### src/rtl/shift_pload_sio.sv
// shift_pload_sio: full-duplex parallel-load / serial-in-out shift engine.
// Loads a WIDTH-bit word, shifts it out MSB- or LSB-first while sampling
// sin on every shift, then captures the received word into pout and sets
// a sticky done flag.
// Optional build macro SHIFT_PLOAD_SIO_PARITY_EN: when defined, parity is
// a register holding the even parity of each captured word; otherwise
// parity is tied low.
module shift_pload_sio #(
  parameter int WIDTH     = 8,
  parameter bit MSB_FIRST = 1'b1
) (
  input  logic             clk,
  input  logic             rst_n,
  input  logic             select,
  input  logic             load,
  input  logic [WIDTH-1:0] data,
  input  logic             sin,
  output logic             sout,
  output logic [WIDTH-1:0] pout,
  output logic             busy,
  output logic             done,
  output logic             parity
);

  localparam int CW = $clog2(WIDTH + 1);

  typedef enum logic {
    IDLE  = 1'b0,
    SHIFT = 1'b1
  } state_t;

  state_t           r_state;
  state_t           w_state_next;
  logic [WIDTH-1:0] r_sr;
  logic [WIDTH-1:0] w_sr_next;
  logic [WIDTH-1:0] w_shifted;
  logic [WIDTH-1:0] r_pout;
  logic [WIDTH-1:0] w_pout_next;
  logic [CW-1:0]    r_cnt;
  logic [CW-1:0]    w_cnt_next;
  logic             r_done;
  logic             w_done_next;

  // Shift direction and outgoing bit are fixed at elaboration time.
  generate
    if (MSB_FIRST) begin : g_msb_first
      assign w_shifted = {r_sr[WIDTH-2:0], sin};
      assign sout      = r_sr[WIDTH-1];
    end else begin : g_lsb_first
      assign w_shifted = {sin, r_sr[WIDTH-1:1]};
      assign sout      = r_sr[0];
    end
  endgenerate

  // Next-state logic: load beats shift; nothing moves while select is low.
  always_comb begin
    w_state_next = r_state;
    w_sr_next    = r_sr;
    w_cnt_next   = r_cnt;
    w_pout_next  = r_pout;
    w_done_next  = r_done;
    if (select) begin
      if (load) begin
        w_sr_next    = data;
        w_cnt_next   = CW'(WIDTH);
        w_state_next = SHIFT;
        w_done_next  = 1'b0;
      end else if (r_state == SHIFT) begin
        w_sr_next  = w_shifted;
        w_cnt_next = r_cnt - CW'(1);
        // Final shift: capture includes the bit sampled on this very edge.
        if (r_cnt == CW'(1)) begin
          w_pout_next  = w_shifted;
          w_state_next = IDLE;
          w_done_next  = 1'b1;
        end
      end
    end
  end

  // State register; an asynchronous reset aborts any transfer in flight.
  always_ff @(posedge clk or negedge rst_n) begin
    if (!rst_n) begin
      r_state <= IDLE;
      r_sr    <= '0;
      r_cnt   <= '0;
      r_pout  <= '0;
      r_done  <= 1'b0;
    end else begin
      r_state <= w_state_next;
      r_sr    <= w_sr_next;
      r_cnt   <= w_cnt_next;
      r_pout  <= w_pout_next;
      r_done  <= w_done_next;
    end
  end

  assign pout = r_pout;
  assign busy = (r_state == SHIFT);
  assign done = r_done;

`ifdef SHIFT_PLOAD_SIO_PARITY_EN
  logic r_parity;
  logic w_capture;

  assign w_capture = select && !load && (r_state == SHIFT) && (r_cnt == CW'(1));

  // Parity tracks pout: updated only on the capturing shift edge.
  always_ff @(posedge clk or negedge rst_n) begin
    if (!rst_n) begin
      r_parity <= 1'b0;
    end else if (w_capture) begin
      r_parity <= ^w_shifted;
    end
  end

  assign parity = r_parity;
`else
  assign parity = 1'b0;
`endif

endmodule
### config.mk
export PLATFORM = sky130hd
export DESIGN_NAME = shift_pload_sio
export DESIGN_NICKNAME = d
export VERILOG_FILES = /design/src/rtl/shift_pload_sio.sv
export SDC_FILE = /design/constraint.sdc
export NUM_CORES = 1
export LEC_CHECK = 0
export ABC_AREA = 1
export BUFFER_PORTS_ARGS = -buffer_cell sky130_fd_sc_hd__buf_2
export CORE_UTILIZATION = 55
export DETAILED_ROUTE_END_ITERATION = 8
export GPL_ROUTABILITY_DRIVEN = 1
export PLACE_DENSITY_LB_ADDON = 0.2
export RECOVER_POWER = 50
export SLEW_MARGIN = 20
export SYNTH_ARGS = -nofsm -noshare
export SYNTH_HDL_FRONTEND = slang
export SYNTH_SLANG_ARGS = --single-unit
export TNS_END_PERCENT = 1
### constraint.sdc
create_clock -name clk -period 1.8 [get_ports clk]
set_input_delay 0.36 -clock clk [delete_from_list [all_inputs] [get_ports clk]]
set_output_delay 0.36 -clock clk [all_outputs]
set_load 0.005 [all_outputs]
# == Yosys cells after proc, flatten, opt, wreduce, memory -nomap -nowiden ==
# Index checks and enable logic that the tools add are counted.
# classes
add_sub_neg,1
multipliers,0
n_div,0
magnitude_cmp,0
n_eq_ne,1
n_shift,0
n_mux,10
bitwise_logic,1
reduce_logical,5
# op_table
cell,count
8-bit 2-to-1 mux,2
4-bit 2-to-1 mux,2
1-bit 2-to-1 mux,6
4-bit by 1-bit equality test with 1-bit output (second input constant),1
4-bit AND reduction,1
2-bit nonzero test,2
4-bit by 1-bit subtractor with 4-bit output (second input constant),1
3-bit AND reduction,1
2-bit AND reduction,1
1-bit NOT,1
# totals
register_bits,22
latchBits,0
ram_bits,0
mem_bits_ro,0
input_bits,13
output_inout_bits,12
wordCells,23
mem_count,0

# == Longest topological paths before layout ==
# Gate-level depths: netlist of the first run.
# depth
ltp_word,4
depth_mapped,7
mapped_depth_nobuf,6

# == Least setup slack after synthesis of the first run ==
# OpenSTA, ideal clock, no wires.
# synth_timing
path_type,input to register
from,input load
to,register r_cnt[3]
setup_time_ns,0.125
arrival_ns,0.951
t_required_ns,1.675
path_slack_ns,0.724
path_stages,7
path_buffers,2
cell_sequence,buf_4 nand2_2 nand2_2 buf_6 nand3_1 nand2_1 nand3_1
# synth_via
elab_chain_len,2
word_cells_on_any_way,3
cone_classes,mux (1); reduce/logical (2)
# synth_rtl
element,line,text
from (decl),15,"input logic load,"
2-bit nonzero test (no line),--,
2-bit AND reduction (no line),--,
to (signal assigned),92,r_cnt <= w_cnt_next;
to (decl),39,logic [CW-1:0] r_cnt;
# Several ways; a longest one is shown, not always the timed one.
# A chain may end at the register's enable or synchronous reset.

# == Final worst setup path of the first run ==
# layout_timing
from,register r_state (netlist: busy)
to,register r_sr[4]
# layout_via
elab_chain_len,2
# layout_rtl
element,line,text
from (decl),32,state_t r_state;
from (signal assigned),90,r_state <= w_state_next;
2-bit nonzero test (no line),--,
2-bit AND reduction (no line),--,
to (signal assigned),91,r_sr <= w_sr_next;
to (decl),34,logic [WIDTH-1:0] r_sr;
# Every way passes these cells.

==> results of run 1 <==
-- placed cells by master, fill, tap and decap left out --
| master | synthesis | routed |
|---|---|---|
| a21oi_1 | 2 | 2 |
| buf_2 | 1 | 23 |
| clkbuf_4 | 0 | 3 |
| clkbuf_8 | 0 | 1 |
| conb_1 | 1 | 1 |
| dfrtp_1 | 22 | 22 |
| dlygate4sd3_1 | 0 | 1 |
| ha_1 | 2 | 2 |
| inv_1 | 11 | 11 |
| inv_2 | 1 | 1 |
| nand2_1 | 42 | 44 |
| nand2_2 | 4 | 2 |
| nand3_1 | 4 | 4 |
| nand3_2 | 1 | 1 |
| nand4_1 | 1 | 1 |
| nor2_1 | 4 | 4 |
| nor2_2 | 1 | 1 |
| nor2_4 | 1 | 1 |
| nor2_8 | 1 | 1 |
| o211ai_1 | 1 | 1 |
| o21ai_0 | 13 | 14 |
| o21ai_1 | 3 | 2 |
| o22ai_1 | 1 | 1 |
| xnor2_1 | 1 | 1 |
-- sequential cells by signal, summed over array words and instances (netlist names) --
name   cells
busy       1
r_sr       8
done       1
r_cnt      4
pout       8
-- kinds of logic (layout without fill, tap and decap cells) --
group,Yosys count,in the layout
other,1,1
and+or+nand+nor,59,59
adders and majority gates,2,2
DFF,22,22
AOI/OAI and AO/OA,20,20
buffers and inverters,17,40
xor gates and xnor gates,1,1
-- routing by layer --
layer  GRT usage (%)  vias to the layer above
li1                -                      427
met1            28.2                      380
met2            32.6                       29
met3            3.57                        2
met4            10.6                        0
met5               0                        -
-- area by class of cell --
type,instances,area share [%]
well taps,25,2.62
inverters,12,3.77
clock buffers,4,3.03
flip-flops and latches,22,46.0
repair buffers,24,10.5
multi-input cells,83,34.1
-- worst paths after layout --
check                                            end  slack [ps]  cells after the start
worst max-delay path             r_sr[4]$_DFFE_PN0P_         400                      4
worst min-delay path             pout[0]$_DFFE_PN0P_         270                      3
worst max register to register   r_sr[4]$_DFFE_PN0P_         400                      4
worst min register to register   pout[2]$_DFFE_PN0P_         480                      2
max in group asynchronous       r_cnt[1]$_DFFE_PN0P_         950                      2
min in group asynchronous        pout[5]$_DFFE_PN0P_         520                      2
-- power by group --
| group | internal (W) | total (W) | switching [W] |
|---|---|---|---|
| sequential | 0.000645 | 0.000735 | 0.0000901 |
| clock | 0.000124 | 0.000273 | 0.000149 |
| combinational | 0.000186 | 0.000435 | 0.000249 |
| total | 0.000955 | 0.00144 | 0.000488 |
-- critical path, cell delays in order, from the launching register on --
cell     delay [ps]
dfrtp_1         410
nand2_1         180
nand2_1         360
nand2_1         190
o21ai_0         120
-- what timing repair did --
action / in CTS / in global routing
endpoints found under the hold margin: 22 / 0
hold buffers: 1 / 0
setup buffers: 0 / 0
endpoints found under the setup margin: 0 / 0
-- stage by stage --
step           utilization (%)  cell area, sq um  power, W
2_1_floorplan                -              1050   0.00103
3_3_place_gp              65.5              1150   0.00116
3_5_place_dp              65.5              1150   0.00118
4_1_cts                   68.1              1200   0.00146
5_1_grt                   67.8              1200   0.00157
6_report                  67.8              1200   0.00144
==> results by group, run 1 <==
Drt
  – Post-DRT Antenna Nets: 0
  – Remaining DRCs: 0
  – Final WL: between 1500 and 2000 um
  – Top sig layer: met4
  – Wire length per cell: between 10 and 15 um
  – Via/cell ratio: 4.93
  – Met1 Wirelength: between 900 and 1000 um
  – DRT Pass-1 Iters: 4
  – Metal2 WL: between 800 and 900 um
  – Iteration-0 DRC Markers: 27
  – Met3 WL: 86 um
  – Vias: 838

Final layout
  – # diodes: 0
  – Filler Cell Count: 160
  – Storage element area: 551 sq um
  – Nets: 161
  – Area growth, synth to finish: 13.8%
  – Multi-input logic area: 408 sq um
  – Fin cells: 170
  – Layout cells sized above 1: 23.4%

Clock tree
  – Clock Latency Late Sink: approximately 310 ps
  – Total clock sinks: 22
  – Num CTS Buffers: 3
  – Post-CTS sizing: 0
  – Root Buffer: clkbuf_4
  – Htree depth: 1
  – CTS tree: built
  – Reg clk slew, reported paths: 120 ps
  – CTS Buffer Depth: 2

Synthesis
  – Asr flop ratio synth: 100%
  – Sequential element share of the synthesized area: 52.4%
  – Synth Area in Adders: 2.38%
  – Synth Register Bits: 22
  – Synth Instances: between 100 and 150
  – Yosys top cell area share: 52.4%
  – Avg Cell Area, Syn: 8.61 sq um
  – Simple-gate share of the synthesized area: 25.8%
  – Synth Area in XOR/XNOR: 0.833%
  – Synth Net Count: approximately 140
  – Top_reg_cell synth: dfrtp_1
  – Main combinational cell family by area after synthesis: simple AND/OR/NAND/NOR gates
  – Post-synth EDFFs: 0
  – Top post-synthesis cells by area: dfrtp_1, nand2_1, o21ai_0
  – Count of warnings emitted by yosys: 0
  – Post-Syn Area: 1050 sq um
  – Top-count cell post-synth: nand2_1
  – Post-synth top cells: nand2_1, dfrtp_1, o21ai_0
  – Area leader, netlist: dfrtp_1
  – Cell variety after synth: 23
  – Complex-gate fraction of the synthesized area: roughly a tenth
  – Mux contribution to synthesized area: 0%

Critical path
  – CP Capture Type: flop
  – Crit start category: flop
  – Crit Path Max Fanout: 20
  – Type of the worst setup path: flop to flop
  – CP required: 1970 ps
  – FF-to-FF Start: busy$_DFFE_PN0P_
  – Crit path DAT: 1570 ps
  – Crit. Startpoint: busy$_DFFE_PN0P_

Hold path
  – Min-delay src: sin
  – HP Class: primary input to flop

Power and ir drop
  – VDD IR max: 657 uV
  – Leakage: 0.659 nW
  – Pwr dens: 1210 nW/um^2

Floorplan
  – Die Span Y: 45.7 um
  – Row Count: 15
  – I/O pin cnt: 25
  – DIE AREA: 2090 sq um
  – Core box area: 1760 sq um
  – Floorplan die width: approximately 46 um
  – Initial Util: 59.6%

Placed design
  – Port buffer count: 23
  – Post-Place Cells: 165
  – GPL Wtd Cong: 0.796
  – Worst slack, placed: roughly 360 ps
  – Post-DP HPWL: 1360 um

STA
  – Final period utilization: 77.7%
  – Minimum clock period: 1400 ps
  – Final Hold Vio Count: 0
  – Worst hold margin: roughly 270 ps
  – Setup WS post-layout: 401 ps
  – Relative slew slack: 64.6%
  – Slew Viols, Final: 0
  – RSZ-0062 raised after global routing: false
  – FMAX: 715 MHz
  – Worst-Margin Slew: 529 ps
  – Post-Route Skew: about 0.92 ps
  – Total negative slack: 0 ps
  – Final Setup Violations: 0

Run
  – Max Cap Viol: 0

GRT
  – Vias in the first global route: about 720
  – Largest net degree at the start of global routing: 23
  – First-pass GRT wire length: 2990 um
  – Tot GR Track Use: 21.0%
  – GR Overflow Total: 0
  – Initial antenna violation count: 0

Run status
  – Status: finished clean
Power figures use the tool's default switching activity.
==> run 2: changes to the inputs <==
--- a/config.mk
+++ b/config.mk
@@ -7,7 +7,7 @@
 export LEC_CHECK = 0
 export ABC_AREA = 1
 export BUFFER_PORTS_ARGS = -buffer_cell sky130_fd_sc_hd__buf_2
-export CORE_UTILIZATION = 55
+export CORE_UTILIZATION = 51
 export DETAILED_ROUTE_END_ITERATION = 8
 export GPL_ROUTABILITY_DRIVEN = 1
 export PLACE_DENSITY_LB_ADDON = 0.2
==> constraint.sdc (replaced) <==
create_clock -name clk -period 1.4 [get_ports clk]
set_input_delay 0.28 -clock clk [delete_from_list [all_inputs] [get_ports clk]]
set_output_delay 0.28 -clock clk [all_outputs]
set_load 0.005 [all_outputs]
==> run 2 against run 1 <==
Die area increased by 7.5%. Setup slack got worse by 210 ps. Wire length grew 1.2%. Largest cell class unchanged.
==> results by group, run 2 (synthesis gave the netlist of run 1 again) <==
Run status
  – Status: finished clean

Floorplan
  – DIE AREA: 2250 sq um (+7.5%)
  – Floorplan die width: 47.4 um (+3.7%)
  – I/O pin cnt: 25 (unchanged)
  – Initial Util: 54.1% (-5.5 points)
  – Core box area: 1940 sq um (+10%)
  – Row Count: 16 (+1)
  – Die Span Y: 47.4 um (+3.7%)

STA
  – RSZ-0062 raised after global routing: false
  – Final Setup Violations: 0 (unchanged)
  – Relative slew slack: 64.4% (-0.19 points)
  – Worst hold margin: 184 ps (-81.7 ps)
  – Minimum clock period: 1210 ps (-192 ps)
  – Final Hold Vio Count: 0 (unchanged)
  – FMAX: 829 MHz (+16%)
  – Post-Route Skew: 2.31 ps (+1.39 ps)
  – Slew Viols, Final: 0 (unchanged)
  – Setup WS post-layout: 193 ps (-208 ps)
  – Final period utilization: 86.2% (+8.5 points)
  – Worst-Margin Slew: 533 ps (+4.17 ps)
  – Total negative slack: 0 ps (unchanged)

Critical path
  – CP max stage cell: dfrtp_1
  – CP Capture Type: flop
  – Crit start category: flop
  – CP top delay family: simple AND/OR/NAND/NOR gates
  – Crit Path Max Fanout: 8 (-60%)
  – CP most frequent cell: nand2_1
  – CP peak stage delay: 390 ps (-20 ps)
  – Crit path DAT: 1460 ps (-110 ps)
  – CP required: 1650 ps (-320 ps)
  – WP buf/inv: 1 (+1)
  – CP Cell Sequence: inv_1 -> ha_1 -> nand2_2 -> nor2_8 -> nand2_1 -> nand2_1
  – Type of the worst setup path: flop to flop

Drt
  – Via/cell ratio: 4.98 (+0.96%)
  – Vias: 856 (+2.1%)
  – Final WL: 1930 um (+1.2%)
  – Remaining DRCs: 0 (unchanged)
  – Post-DRT Antenna Nets: 0 (unchanged)
  – Iteration-0 DRC Markers: 20 (-26%)
  – DRT Pass-1 Iters: 4 (unchanged)
  – Wire length per cell: 11.2 um (about the same)

Power and ir drop
  – Pwr dens: 1500 nW/um^2 (+25%)
  – Leakage: 0.650 nW (-1.5%)
  – VDD IR max: 828 uV (+26%)

Final layout
  – Nets: 162 (+0.62%)
  – Layout cells sized above 1: 23.4% (unchanged)
  – Area growth, synth to finish: 13.7%
  – Most frequent cells in the layout: nand2_1, dfrtp_1, buf_2, o21ai_0, inv_1
  – Final Cell Area: 1190 sq um (-0.10%)
  – # diodes: 0 (unchanged)
  – Most common cell after layout, fill and taps aside: nand2_1
  – Filler Cell Count: 190 (+19%)
  – Final Util: 61.5% (-6.3 points)

Clock tree
  – Htree depth: 1 (unchanged)
  – CTS tree: built
  – Reg clk slew, reported paths: 110 ps (about the same)
  – Post-CTS sizing: 0 (unchanged)
  – Clock Latency Late Sink: 300 ps (about the same)
  – Setup Fix Bufs, Post-CTS: 0 (unchanged)
  – Root Buffer: clkbuf_4
  – Num CTS Buffers: 3 (unchanged)
  – CTS Buffer Depth: 2 (unchanged)
  – Total clock sinks: 22 (unchanged)

GRT
  – Initial antenna violation count: 0 (unchanged)
  – First-pass GRT wire length: 2920 um (-2.5%)
  – Largest net degree at the start of global routing: 23 (unchanged)
  – Tot GR Track Use: 19.4% (-1.6 points)
  – Vias in the first global route: 646 (-11%)
  – GR Overflow Total: 0 (unchanged)

Hold path
  – HP Class: primary input to flop

Placed design
  – Placed Area: 1160 sq um (+0.87%)
  – Worst slack, placed: 196 ps (-169 ps)
  – Post-DP HPWL: 1350 um (-0.50%)
  – Port buffer count: 23 (unchanged)
  – GPL Wtd Cong: 0.758 (-4.8%)

Run
  – Max Cap Viol: 0 (unchanged)
## run 2: metrics by stage
| step | power, W | std cells |
|---|---|---|
| after detailed placement | 0.00152 | 168 |
| after CTS | 0.00180 | 172 |
| after floorplan | 0.00133 | 122 |
| after global placement | 0.00150 | 168 |
| after global routing | 0.00196 | 172 |
| final | 0.00179 | 172 |
## run 2: repair_timing
item,CTS,global route
setup endpoints to repair,0,0
endpoints found under the hold margin,22,0
hold buffers,1,0
## run 2: report_power, final
part           switching (W)  total [W]  internal [W]  leakage (nW)
Clock               0.000184   0.000284      0.000101        0.0138
Sequential          0.000126   0.000956      0.000830         0.278
Combinational       0.000317   0.000555      0.000238         0.358
## run 2: final timing paths
path / from / to / slack [ps] / cells past startpoint
max: r_cnt[1]$_DFFE_PN0P_ / pout[6]$_DFFE_PN0P_ / 190 / 6
max in group asynchronous: rst_n / r_sr[1]$_DFFE_PN0P_ / 580 / 2
max reg2reg: r_cnt[1]$_DFFE_PN0P_ / pout[6]$_DFFE_PN0P_ / 190 / 6
min reg2reg: pout[3]$_DFFE_PN0P_ / pout[3]$_DFFE_PN0P_ / 490 / 2
min: sin / pout[0]$_DFFE_PN0P_ / 180 / 3
min in group asynchronous: rst_n / pout[4]$_DFFE_PN0P_ / 470 / 2
## run 2: cell type report
type	instances	area, sq um	area share [%]
Clock buffer	3	22.5	1.88
Multi-Input combinational cell	83	413	34.6
Timing Repair Buffer	25	130	10.9
Inverter	12	45.0	3.77
Tap cell	27	33.8	2.83
Sequential cell	22	551	46.1
## run 2: worst min-delay path: cells and delay by family
family	cells	cell delay [ps]
buffers and inverters	1	90
and+or+nand+nor	2	90
## run 2: layer usage
metal  global-route usage, %  vias up  routed length [um]
li1                        -      433                   -
met1                    29.4      376                 927
met2                    25.8       40                 836
met3                    3.46        7                 120
met4                    10.3        0                  48
met5                       0        -                   0
==> run 3: changes to the inputs <==
--- a/config.mk
+++ b/config.mk
@@ -7,7 +7,7 @@
 export LEC_CHECK = 0
 export ABC_AREA = 1
 export BUFFER_PORTS_ARGS = -buffer_cell sky130_fd_sc_hd__buf_2
-export CORE_UTILIZATION = 51
+export CORE_UTILIZATION = 49
 export DETAILED_ROUTE_END_ITERATION = 8
 export GPL_ROUTABILITY_DRIVEN = 1
 export PLACE_DENSITY_LB_ADDON = 0.2
==> run 3 against run 2 <==
Clock power up 21%. Via count is 2.2% lower. Largest power group unchanged. Global-route usage fell by 0.26 points. Critical path depth shrank 1. Wire length is 3.6% higher. Critical endpoint is now pout[5]$_DFFE_PN0P_. Critical path type unchanged. Core utilization is 0.46 points higher. Setup slack got worse by 30 ps.
==> results by group, run 3 (synthesis gave the netlist of run 1 again) <==
STA
  – Setup WS post-layout: 163 ps (-30.0 ps)
  – Final Hold Vio Count: 0 (unchanged)
  – Post-Route Skew: 6.22 ps (+3.92 ps)
  – Final period utilization: 88.3% (+2.1 points)
  – FMAX: 809 MHz (-2.4%)
  – Slew Viols, Final: 0 (unchanged)
  – RSZ-0062 raised after global routing: false
  – Worst-Margin Slew: 539 ps (+6.16 ps)
  – Final Setup Violations: 0 (unchanged)
  – Relative slew slack: 64.0% (-0.41 points)
  – Total negative slack: 0 ps (unchanged)
  – Minimum clock period: 1240 ps (+30.0 ps)

Hold path
  – HP Class: primary input to flop
  – Min-delay src: sin
  – WHS Path Cells: 3 (unchanged)
  – Worst hold path endpoint: pout[0]$_DFFE_PN0P_

Power and ir drop
  – Leakage: 0.674 nW (+3.8%)
  – Sequential power share: 50.5% (-2.7 points)
  – Sw Pwr: 0.000629 W (+0.27%)
  – Internal power: 0.00125 W (+6.8%)
  – Pwr dens: 1530 nW/um^2 (+1.6%)
  – Logic pwr share: 31.2% (+0.3 points)
  – Switching Fraction: 33.5% (-1.4 points)
  – Final total power: 0.00188 W (+4.5%)
  – VDD IR max: 860 uV (+3.9%)
  – Clock network fraction of total power: 18.3% (+2.5 points)

GRT
  – First-pass GRT wire length: 3530 um (+21%)
  – Tot GR Track Use: 19.1% (-0.26 points)
  – GR Overflow Total: 0 (unchanged)
  – Vias in the first global route: 829 (+28%)
  – Largest net degree at the start of global routing: 23 (unchanged)
  – Initial antenna violation count: 0 (unchanged)

Final layout
  – Filler Cell Count: 169 (-11%)
  – Layout cells sized above 1: 25.2% (+1.7 points)
  – Most frequent cells in the layout: nand2_1, dfrtp_1, buf_2, o21ai_0, inv_1
  – # diodes: 0 (unchanged)
  – Most common cell after layout, fill and taps aside: nand2_1
  – Area growth, synth to finish: 16.9%
  – Nets: 163 (+0.62%)

Floorplan
  – I/O pin cnt: 25 (unchanged)
  – Floorplan die width: 48.3 um (+1.9%)
  – Row Count: 16 (unchanged)
  – Core box area: 1980 sq um (+2.1%)
  – Die Span Y: 48.3 um (+1.9%)
  – Initial Util: 53.0% (-1.1 points)
  – DIE AREA: 2330 sq um (+3.9%)

Drt
  – Final WL: 2000 um (+3.6%)
  – Wire length per cell: 11.5 um (+2.4%)
  – Remaining DRCs: 0 (unchanged)
  – Post-DRT Antenna Nets: 0 (unchanged)
  – Via/cell ratio: 4.81 (-3.3%)
  – Iteration-0 DRC Markers: 33 (+65%)
  – Vias: 837 (-2.2%)
  – DRT Pass-1 Iters: 4 (unchanged)

Run status
  – Status: finished clean

Critical path
  – CP Capture Type: flop
  – Flop-to-flop setup slack: 160 ps (-30 ps)
  – FF-to-FF Start: r_cnt[1]$_DFFE_PN0P_
  – Reg2reg end: pout[5]$_DFFE_PN0P_
  – CP required: 1600 ps (-50 ps)
  – Reg2Reg Depth: 5 (-1)
  – Crit path DAT: 1440 ps (-20 ps)
  – Crit start category: flop
  – Type of the worst setup path: flop to flop
  – Crit Path Max Fanout: 9 (+1)

Clock tree
  – Reg clk slew, reported paths: 120 ps (about the same)
  – Num CTS Buffers: 3 (unchanged)
  – CTS Buffer Depth: 2 (unchanged)
  – Clock Latency Late Sink: 300 ps (about the same)
  – CTS tree: built
  – Total clock sinks: 22 (unchanged)
  – Root Buffer: clkbuf_4
  – Htree depth: 1 (unchanged)
  – Setup Fix Bufs, Post-CTS: 0 (unchanged)

Placed design
  – Post-DP HPWL: 1470 um (+8.8%)
  – GPL Wtd Cong: 0.938 (+24%)
  – Port buffer count: 23 (unchanged)
  – Worst slack, placed: 169 ps (-27.5 ps)

Run
  – Max Cap Viol: 0 (unchanged)
## run 3: area by class of cell
class | count | area [sq um] | share of cell area [%]
Clock buffer | 4 | 36.3 | 2.95
Tap cell | 27 | 33.8 | 2.75
Inverter | 12 | 45.0 | 3.67
Sequential cell | 22 | 551 | 44.8
Timing Repair Buffer | 26 | 153 | 12.4
Multi-Input combinational cell | 83 | 410 | 33.4
## run 3: worst max-delay path by stage
stage	from	end	slack (ps)	cells past startpoint
finish	r_cnt[1]$_DFFE_PN0P_	pout[5]$_DFFE_PN0P_	160	5
global route	r_cnt[1]$_DFFE_PN0P_	pout[7]$_DFFE_PN0P_	40	5
CTS	r_cnt[1]$_DFFE_PN0P_	pout[5]$_DFFE_PN0P_	150	5
detailed placement	r_cnt[1]$_DFFE_PN0P_	pout[5]$_DFFE_PN0P_	170	5
global placement	r_cnt[1]$_DFFE_PN0P_	pout[7]$_DFFE_PN0P_	200	5
floorplan	r_cnt[1]$_DFFE_PN0P_	pout[0]$_DFFE_PN0P_	340	6
## run 3: power groups by stage
| stage | combinational (W) | sequential [W] | clock, W |
|---|---|---|---|
| after CTS | 0.000595 | 0.000947 | 0.000355 |
| after detailed placement | 0.000589 | 0.000959 | 0 |
| after global placement | 0.000579 | 0.000949 | 0 |
| final | 0.000585 | 0.000947 | 0.000343 |
| after global routing | 0.000684 | 0.000974 | 0.000380 |
| after floorplan | 0.000370 | 0.000957 | 0 |
## run 3: per-stage QoR
step / std cells / hold WS (ps) / cell area (sq um) / util, %
final: 174 / 203 / 1230 / 62.0
after global placement: 169 / 270 / 1180 / 59.8
after floorplan: 122 / -15.6 / 1050 / -
after CTS: 174 / 195 / 1230 / 62.1
after detailed placement: 169 / 274 / 1180 / 59.8
after global routing: 174 / 208 / 1230 / 62.0
## run 3: timing repair
action	in CTS	in global routing
hold buffers	1	0
hold endpoints to repair	22	0
gates resized for setup	0	0
## run 3: routing by layer
layer	up-vias	share of wire [%]	track usage [%]
li1	434	-	-
met1	386	48	25.6
met2	17	49	33.1
met3	0	3.3	3.46
met4	0	0	2.94
met5	-	0	0
## run 3: worst max-delay path: stages, from the launching register on
cell,delay (ps)
dfrtp_1,390
inv_1,100
ha_1,230
nand3_2,240
nand2_1,120
nand2_1,60
